File: src/rtl/hs_axi_arbiter.sv
// rtl/hs_axi_arbiter.sv - round-robin arbiter of handshake requesters onto one AXI4-Lite master
//
// Ports:
//   clk_i, rst_ni                 clock, asynchronous active-low reset
//   hs_read_i / hs_write_i        per-port requests, held until that port's hs_ready_o pulse
//   hs_addr_i / hs_data_i         per-port address and write data, port p at [p*W +: W]
//   hs_byte_select_i              per-port write byte enables
//   hs_ready_o / hs_err_o         one-cycle completion pulse and error flag for the granted port
//   hs_data_o                     shared read data, holds the last captured R beat
//   ar*/r*/aw*/w*/b*              AXI4-Lite master channels, one transaction in flight
module hs_axi_arbiter #(
  parameter  int NUM_PORTS = 2,
  parameter  int ADDR_W    = 32,
  parameter  int DATA_W    = 32,
  localparam int STRB_W    = DATA_W / 8
) (
  input  logic                          clk_i,
  input  logic                          rst_ni,

  input  logic [NUM_PORTS-1:0]          hs_read_i,
  input  logic [NUM_PORTS-1:0]          hs_write_i,
  input  logic [NUM_PORTS*ADDR_W-1:0]   hs_addr_i,
  input  logic [NUM_PORTS*DATA_W-1:0]   hs_data_i,
  input  logic [NUM_PORTS*STRB_W-1:0]   hs_byte_select_i,
  output logic [NUM_PORTS-1:0]          hs_ready_o,
  output logic [NUM_PORTS-1:0]          hs_err_o,
  output logic [DATA_W-1:0]             hs_data_o,

  output logic                          arvalid_o,
  input  logic                          aready_i,
  output logic [ADDR_W-1:0]             araddr_o,

  input  logic                          rvalid_i,
  output logic                          rready_o,
  input  logic [DATA_W-1:0]             rdata_i,
  input  logic [1:0]                    rresp_i,

  output logic                          awvalid_o,
  input  logic                          awready_i,
  output logic [ADDR_W-1:0]             awaddr_o,

  output logic                          wvalid_o,
  input  logic                          wready_i,
  output logic [DATA_W-1:0]             wdata_o,
  output logic [STRB_W-1:0]             wstrb_o,

  input  logic                          bvalid_i,
  output logic                          bready_o,
  input  logic [1:0]                    bresp_i
);

  localparam int IDX_W = (NUM_PORTS > 1) ? $clog2(NUM_PORTS) : 1;

  typedef enum logic [2:0] {
    IDLE,
    RD_ADDR,
    RD_DATA,
    WR_REQ,
    WR_RESP,
    DONE
  } state_t;

  state_t              state_q;
  state_t              state_d;

  logic [IDX_W-1:0]    grant_q;
  logic [IDX_W-1:0]    last_grant_q;
  logic [ADDR_W-1:0]   addr_q;
  logic [DATA_W-1:0]   wdata_q;
  logic [STRB_W-1:0]   wstrb_q;
  logic [DATA_W-1:0]   rdata_q;
  logic                aw_done_q;
  logic                w_done_q;
  logic                err_q;

  logic [NUM_PORTS-1:0] req;
  logic [IDX_W-1:0]     pick;
  logic [IDX_W-1:0]     cand;
  logic                 found;

  // Round-robin search: the port just after the last winner has top
  // priority, wrapping, so a continuously requesting port can never be
  // granted twice while another port waits.
  always_comb begin
    req   = hs_read_i | hs_write_i;
    pick  = '0;
    cand  = '0;
    found = 1'b0;
    for (int i = 1; i <= NUM_PORTS; i++) begin
      cand = IDX_W'((int'(last_grant_q) + i) % NUM_PORTS);
      if (!found && req[cand]) begin
        found = 1'b1;
        pick  = cand;
      end
    end
  end

  always_ff @(posedge clk_i or negedge rst_ni) begin
    if (!rst_ni) begin
      state_q <= IDLE;
    end else begin
      state_q <= state_d;
    end
  end

  // Next state and all handshake outputs. AW and W are tracked separately
  // so either channel may accept first; the same-cycle ready is folded in
  // so both completing together still leaves WR_REQ after one cycle.
  always_comb begin
    state_d    = state_q;
    arvalid_o  = 1'b0;
    rready_o   = 1'b0;
    awvalid_o  = 1'b0;
    wvalid_o   = 1'b0;
    bready_o   = 1'b0;
    hs_ready_o = '0;
    hs_err_o   = '0;
    case (state_q)
      IDLE: begin
        if (found) begin
          // a read wins when both requests are raised on the same port
          state_d = hs_read_i[pick] ? RD_ADDR : WR_REQ;
        end
      end
      RD_ADDR: begin
        arvalid_o = 1'b1;
        if (aready_i) begin
          state_d = RD_DATA;
        end
      end
      RD_DATA: begin
        rready_o = 1'b1;
        if (rvalid_i) begin
          state_d = DONE;
        end
      end
      WR_REQ: begin
        awvalid_o = !aw_done_q;
        wvalid_o  = !w_done_q;
        if ((aw_done_q || awready_i) && (w_done_q || wready_i)) begin
          state_d = WR_RESP;
        end
      end
      WR_RESP: begin
        bready_o = 1'b1;
        if (bvalid_i) begin
          state_d = DONE;
        end
      end
      DONE: begin
        hs_ready_o[grant_q] = 1'b1;
        hs_err_o[grant_q]   = err_q;
        state_d             = IDLE;
      end
      default: begin
        state_d = IDLE;
      end
    endcase
  end

  // Request payload is latched at grant so the AXI side stays stable even
  // if the requester's inputs wander; read data persists across writes.
  always_ff @(posedge clk_i or negedge rst_ni) begin
    if (!rst_ni) begin
      grant_q      <= '0;
      last_grant_q <= IDX_W'(NUM_PORTS - 1);
      addr_q       <= '0;
      wdata_q      <= '0;
      wstrb_q      <= '0;
      rdata_q      <= '0;
      aw_done_q    <= 1'b0;
      w_done_q     <= 1'b0;
      err_q        <= 1'b0;
    end else begin
      case (state_q)
        IDLE: begin
          if (found) begin
            grant_q   <= pick;
            addr_q    <= hs_addr_i[int'(pick)*ADDR_W +: ADDR_W];
            wdata_q   <= hs_data_i[int'(pick)*DATA_W +: DATA_W];
            wstrb_q   <= hs_byte_select_i[int'(pick)*STRB_W +: STRB_W];
            aw_done_q <= 1'b0;
            w_done_q  <= 1'b0;
            err_q     <= 1'b0;
          end
        end
        RD_DATA: begin
          if (rvalid_i) begin
            rdata_q <= rdata_i;
            err_q   <= (rresp_i != 2'b00);
          end
        end
        WR_REQ: begin
          if (awready_i) begin
            aw_done_q <= 1'b1;
          end
          if (wready_i) begin
            w_done_q <= 1'b1;
          end
        end
        WR_RESP: begin
          if (bvalid_i) begin
            err_q <= (bresp_i != 2'b00);
          end
        end
        DONE: begin
          last_grant_q <= grant_q;
        end
        default: begin
        end
      endcase
    end
  end

  assign hs_data_o = rdata_q;
  assign araddr_o  = addr_q;
  assign awaddr_o  = addr_q;
  assign wdata_o   = wdata_q;
  assign wstrb_o   = wstrb_q;

endmodule

File: config.mk
export PLATFORM = sky130hd
export DESIGN_NAME = hs_axi_arbiter
export DESIGN_NICKNAME = d
export VERILOG_FILES = /design/src/rtl/hs_axi_arbiter.sv
export SDC_FILE = /design/constraint.sdc
export NUM_CORES = 1
export LEC_CHECK = 0
export CORE_AREA = 5 5 123 125
export CTS_BUF_LIST = sky130_fd_sc_hd__clkbuf_8 sky130_fd_sc_hd__clkbuf_16
export CTS_CLUSTER_DIAMETER = 40
export CTS_CLUSTER_SIZE = 40
export DETAILED_ROUTE_END_ITERATION = 8
export DIE_AREA = 0 0 128 130
export DONT_BUFFER_PORTS = 1
export PLACE_DENSITY = 0.6
export SLEW_MARGIN = 20
export SYNTH_ARGS = -nofsm -noshare
export SYNTH_HDL_FRONTEND = slang
export SYNTH_SLANG_ARGS = --single-unit
File: constraint.sdc
create_clock -name clk_i -period 3.9 [get_ports clk_i]
set_input_delay 0.78 -clock clk_i [delete_from_list [all_inputs] [get_ports clk_i]]
set_output_delay 0.78 -clock clk_i [all_outputs]
set_load 0.05 [all_outputs]
==> flow_summary_export.csv, run 1 <==
group,metric,value,unit
grt,first_global_vias,3279,
floorplan,initial_core_util,0.376,
synthesis,syn_inst,465,
floorplan,num_rows,43,
worst_setup_path,endpoint,"hs_err_o[1]",
synthesis,ys_types,37,
grt,grt_use_total,0.140,
worst_hold_path,hold_class,"in -> async",
placement,place_hpwl,9460,µm
grt,grt_max_degree,109,
sta,skew,0.00819,ns
synthesis,ys_ff_latch,108,
clock_tree,clock_path_buffers,2,
floorplan,fp.dieArea,0.0166,mm²
worst_setup_path,startpoint,"state_q[0]",
routing,drt_iter0_drc,196,
sta,setup_viol,0,
worst_setup_path,r2r-end,"hs_data_o[8]",
sta,final_max_slew_viol_count,0,
worst_setup_path,setup.worst_path.end_class,"output port",
clock_tree,cts_tree,"done",
routing,num_vias,3185,
sta,period_needed,2.89,ns
finish,antenna_cells,0,
clock_tree,numCtsBuffers,9,
grt,grt.overflow.total,0,
clock_tree,worstSkewPairLatency,0.34,ns
finish,n_fill_cell,1388,
clock_tree,clkTransAtPathRegs,0.07,ns
finish,area_delta_synth_final,2.63,%
synthesis,synth.avg_cell_area,11.2,µm²
sta,worstMarginPinSlew,0.954,ns
worst_setup_path,worstPathArrival,2.11,ns
sta,fmax,346,MHz
clock_tree,cts_resized,0,
sta,hold_viol,0,
clock_tree,root_buffer,"clkbuf_16",
routing,ant_nets,0,
run,max-cap-violations,0,
routing,viasPerCell,5.26,
floorplan,pin_count,324,
routing,drt_pass1_iterations,4,
synthesis,seq_area_frac_synth,0.521,
finish,final_nets,603,
synthesis,netlist_area,0.00518,mm²
worst_setup_path,path_max_fanout,20,
routing,drt-wirelength-per-cell,20.6,µm
floorplan,fp.dieH,130,µm
worst_setup_path,reg2reg_slack,1.57,ns
floorplan,core,0.0138,mm²
worst_setup_path,required,3.12,ns
worst_setup_path,rr_worst_depth,5,
grt,grt_antenna_before_repair,0,
sta,fin_crit_sh,0.741,
clock_tree,htree_levels,3,
clock_tree,post_cts_buffers,0,
placement,port-buffer-count,0,
clock_tree,cts_hold_buffers,0,
clock_tree,clock-sinks,108,
synthesis,synth_nets,648,
synthesis,ys_warn_count,0,
worst_setup_path,rr_startpoint,"state_q[2]",
sta,setup_tns,0,ns
routing,drc,0,
grt,grt_pass1_wl,18200,µm
sta,slew-limit-headroom,0.364,
routing,wirelength,12500,µm
floorplan,dieWidth,128,µm
finish,drive_gt1_frac,0.125,
worst_setup_path,path_class,"reg -> out",
worst_setup_path,start_kind,"flop",
run_status,outcome,"finished, final reports clean",
placement,gp_congestion,0.870,
sta,rsz0062_at_grt,"no",
[cells in the mapped netlist]
master | instances | area (µm²)
mux2i_1 | 70 | 701
nor3b_1 | 1 | 7.51
buf_2 | 9 | 45.0
nor4_2 | 1 | 12.5
a221oi_2 | 1 | 15.0
and2_1 | 4 | 25.0
buf_8 | 1 | 15.0
or2_2 | 2 | 12.5
a21oi_1 | 75 | 375
nor2b_1 | 2 | 12.5
nand2_1 | 2 | 7.51
nand3b_1 | 3 | 22.5
o22a_1 | 2 | 17.5
or4_1 | 1 | 7.51
o221ai_1 | 1 | 8.76
inv_1 | 1 | 3.75
o21ai_1 | 2 | 10.0
o22ai_1 | 1 | 6.26
clkbuf_4 | 3 | 22.5
buf_4 | 49 | 368
a31oi_1 | 1 | 6.26
o21ai_0 | 2 | 10.0
nor2_1 | 77 | 289
nor2_2 | 1 | 6.26
buf_6 | 1 | 11.3
dfstp_2 | 1 | 26.3
nor3_1 | 1 | 5.00
o31ai_1 | 1 | 7.51
a21o_1 | 1 | 7.51
nor4_4 | 1 | 21.3
and3b_1 | 1 | 8.76
mux2_2 | 23 | 259
dfrtp_1 | 107 | 2680
mux2_1 | 10 | 113
nand2b_1 | 3 | 18.8
or3_1 | 2 | 12.5
o311a_1 | 1 | 10.0
[how the worst min path moves through the flow]
stage	slack, ns	end	startpoint
CTS	0.11	hs_data_o[20]	rst_ni
detailed placement	0.49	hs_data_o[19]	rst_ni
floorplan	0.48	araddr_o[0]	rst_ni
finish	0.13	hs_data_o[19]	rst_ni
global placement	0.49	hs_data_o[19]	rst_ni
global route	0.11	hs_data_o[23]	rst_ni
[cells in the final DEF, fill, tap and decap left out, drive strengths merged, types with 2 or more instances in the layout]
| cell type | netlist | routed |
|---|---|---|
| a21oi | 75 | 75 |
| and2 | 4 | 4 |
| buf | 60 | 7 |
| clkbuf | 3 | 10 |
| clkinv | 0 | 2 |
| dfrtp | 107 | 107 |
| inv | 1 | 4 |
| mux2 | 33 | 33 |
| mux2i | 70 | 70 |
| nand2 | 2 | 2 |
| nand2b | 3 | 3 |
| nand3b | 3 | 3 |
| nor2 | 78 | 78 |
| nor2b | 2 | 2 |
| nor4 | 2 | 2 |
| o21ai | 4 | 4 |
| o22a | 2 | 2 |
| or2 | 2 | 2 |
| or3 | 2 | 2 |
[area by class of cell]
type	instances	area (µm²)	area share
Sequential cell	108	2700	0.508
Inverter	1	3.75	0.000705
Timing Repair Buffer	7	52.6	0.00988
Clock buffer	10	239	0.0449
Clock inverter	6	61.3	0.0115
Tap cell	180	225	0.0423
Multi-Input combinational cell	293	2040	0.383
[critical path, cell delays in order (launching register included)]
cell and delay [ns]:
dfrtp_1 0.72, nand3b_1 0.23, nor2_1 0.13, buf_4 0.22, and2_1 0.47
[cell families after synthesis]
| family | after synthesis | synth area share |
|---|---|---|
| DFF | 108 | 0.521 |
| AOI/OAI and AO/OA | 88 | 0.0915 |
| and+or+nand+nor | 102 | 0.0905 |
| muxes | 103 | 0.207 |
| buffers and inverters | 64 | 0.0898 |
[per-stage QoR]
step                std cells   util  area (µm²)  setup slack, ns  hold slack (ns)
CTS                       605  0.386        5320            0.995            0.110
floorplan                 465      -        5180             1.05            0.483
global route              605  0.386        5320            0.861            0.106
global placement          589  0.365        5020             1.40            0.488
detailed placement        589  0.365        5020             1.38            0.487
finish                    605  0.386        5320             1.01            0.133
[registers in the layout, indices dropped and copies added (netlist names)]
name          cells
wdata_o          32
wstrb_o           4
grant_q           1
hs_data_o        32
state_q           3
aw_done_q         1
araddr_o         32
w_done_q          1
last_grant_q      1
err_q             1
[layer usage]
| metal | vias to the layer above | routed length, µm | GRT usage |
|---|---|---|---|
| met5 | - | 0 | 0 |
| met1 | 1477 | 4570 | 0.155 |
| li1 | 1487 | - | - |
| met3 | 14 | 1430 | 0.0614 |
| met4 | 0 | 207 | 0.0543 |
| met2 | 207 | 6280 | 0.238 |
Power of run 1 is left out: the tool's default activity adds up to more than one toggle a clock period on the data nets, which glitch-free logic cannot reach.
==> run 2, diff against run 1 <==
- ABC_AREA: unset -> 1
- clock period: 3.9 -> 2.85 ns (I/O delays scaled with it)
==> flow_summary_export.csv, run 2 <==
group,metric,value,unit
finish,area_delta_synth_final,4.22,%
clock_tree,root_buffer,"clkbuf_16",
synthesis,synth_top_area_share,0.513,
worst_setup_path,path_class,"reg -> out",
grt,first_global_vias,4403,
finish,antenna_cells,0,
floorplan,pin_count,324,
synthesis,synth_edf_count,0,
clock_tree,post_cts_buffers,0,
synthesis,synth_nets,809,
placement,place_hpwl,11100,µm
worst_setup_path,start_kind,"flop",
sta,rsz0062_at_grt,"no",
run_status,violations,"negative hold slack",
grt,grtUsageMet3,0.0618,
sta,period_needed,2.25,ns
clock_tree,htree_levels,3,
routing,wirelength,15100,µm
sta,setup_viol,0,
synthesis,seq_area_frac_synth,0.518,
worst_setup_path,rr_startpoint,"state_q[1]",
grt,grt_max_degree,109,
grt,met1_usage,0.204,
grt,grt_use_total,0.176,
sta,skew,0.00900,ns
grt,grt.overflow.total,0,
run,max-cap-violations,0,
floorplan,dieWidth,128,µm
synthesis,ys_async_sr_fraction,1.00,
worst_setup_path,critPathMaxStageDelay,0.44,ns
sta,hold-worst-slack,-0.0885,ns
clock_tree,cts_tree,"done",
sta,fin_crit_sh,0.791,
clock_tree,clock_path_buffers,2,
worst_setup_path,cp_cell_sequence,"inv_2, nand2_1, nor2_1, inv_1, nor2_1, buf_4",
clock_tree,clkTransAtPathRegs,0.07,ns
synthesis,synth_commonest_cells,"nand2_1, a21oi_1, dfrtp_1",
worst_hold_path,hold_class,"in -> async",
clock_tree,clock-sinks,108,
sta,slew-limit-headroom,0.320,
sta,hold_viol,107,
sta,worstMarginPinSlew,1.02,ns
worst_setup_path,crit_slowest_cell,"dfrtp_1",
sta,setup_tns,0,ns
grt,grt_pass1_wl,23200,µm
sta,fmax,444,MHz
clock_tree,worstSkewPairLatency,0.34,ns
finish,drive_gt1_frac,0.135,
routing,drc,0,
finish,final_cell_mix,"nand2_1, a21oi_1, dfrtp_1, nor2_1, nand3_1",
grt,grt_antenna_before_repair,0,
synthesis,ys_ff_latch,108,
synthesis,synth.area.top_cells,"dfrtp_1, nand2_1, a21oi_1, buf_4, nor2_1",
synthesis,ys_types,24,
grt,grtUsageMet2,0.299,
floorplan,fp.dieArea,0.0166,mm²
floorplan,core,0.0138,mm²
worst_setup_path,startpoint,"state_q[2]",
synthesis,synth.avg_cell_area,8.34,µm²
worst_setup_path,path_max_fanout,5,
routing,ant_nets,0,
worst_setup_path,worstPathArrival,1.68,ns
routing,drt-wirelength-per-cell,19.8,µm
floorplan,fp.dieH,130,µm
routing,viasPerCell,5.37,
placement,placed_cells,750,
floorplan,initial_core_util,0.379,
finish,final_nets,764,
placement,port-buffer-count,0,
placement,gp_congestion,0.831,
synthesis,syn_inst,626,
floorplan,num_rows,43,
grt,grt-busiest-layer,"met2",
synthesis,synth_top_cell_by_area,"dfrtp_1",
finish,finalNonFillerCells,765,
worst_setup_path,setup.worst_path.end_class,"output port",
routing,drt_iter0_drc,276,
sta,final_max_slew_viol_count,0,
clock_tree,numCtsBuffers,9,
clock_tree,cts_resized,0,
synthesis,yosysMostFrequentCell,"nand2_1",
synthesis,synthFlopType,"dfrtp_1",
worst_setup_path,path_common_cell,"nor2_1",
routing,num_vias,4111,
synthesis,ys_warn_count,0,
synthesis,netlist_area,0.00522,mm²
worst_setup_path,required,2.28,ns
run_status,outcome,"finished with violations",
routing,drt_pass1_iterations,4,
finish,final_common_cell,"nand2_1",
==> run 2: routing by layer <==
metal,up-vias,wire (µm)
li1,1906,-
met1,1958,5680
met2,232,7580
met3,15,1600
met4,0,278
met5,-,0
==> run 2: path summary, 6_finish.rpt <==
check | end | slack, ns | cells past startpoint
worst max-delay path | wvalid_o | 0.60 | 6
worst min-delay path | wdata_o[14] | -0.09 | 0
worst max register to register | araddr_o[3] | 0.82 | 8
worst min register to register | err_q | 0.48 | 2
max in group asynchronous | last_grant_q | 2.71 | 0
min in group clk_i | wdata_o[25] | 0.36 | 2
==> run 2: layout make-up <==
type | instances | area, µm²
Tap cell | 180 | 225
Fill cell | 1399 | 8330
Clock inverter | 5 | 60.1
Clock buffer | 10 | 239
Sequential cell | 108 | 2700
Timing Repair Buffer | 14 | 130
Inverter | 17 | 66.3
Multi-Input combinational cell | 431 | 2010
==> run 2: cell families after synthesis <==
kind of cell	synth area share
compound gates	0.157
buf+inv	0.0978
flops	0.518
simple gates	0.227
==> run 2: critical path: cells and delay by family (launching register included) <==
family                 cells  cell delay [ns]
AND/OR/NAND/NOR            3             0.49
flip-flops                 1             0.44
buffers and inverters      3             0.41
==> run 2: metrics by stage <==
step	utilization	setup WS (ns)	hold slack, ns	cell area (µm²)
after floorplan	-	0.566	0.274	5220
after CTS	0.395	0.577	-0.105	5440
after detailed placement	0.373	0.809	0.278	5140
final	0.395	0.596	-0.0885	5440
after global placement	0.373	0.912	0.278	5140
after global routing	0.395	0.471	-0.111	5440
Power of run 2 is left out for the same reason.
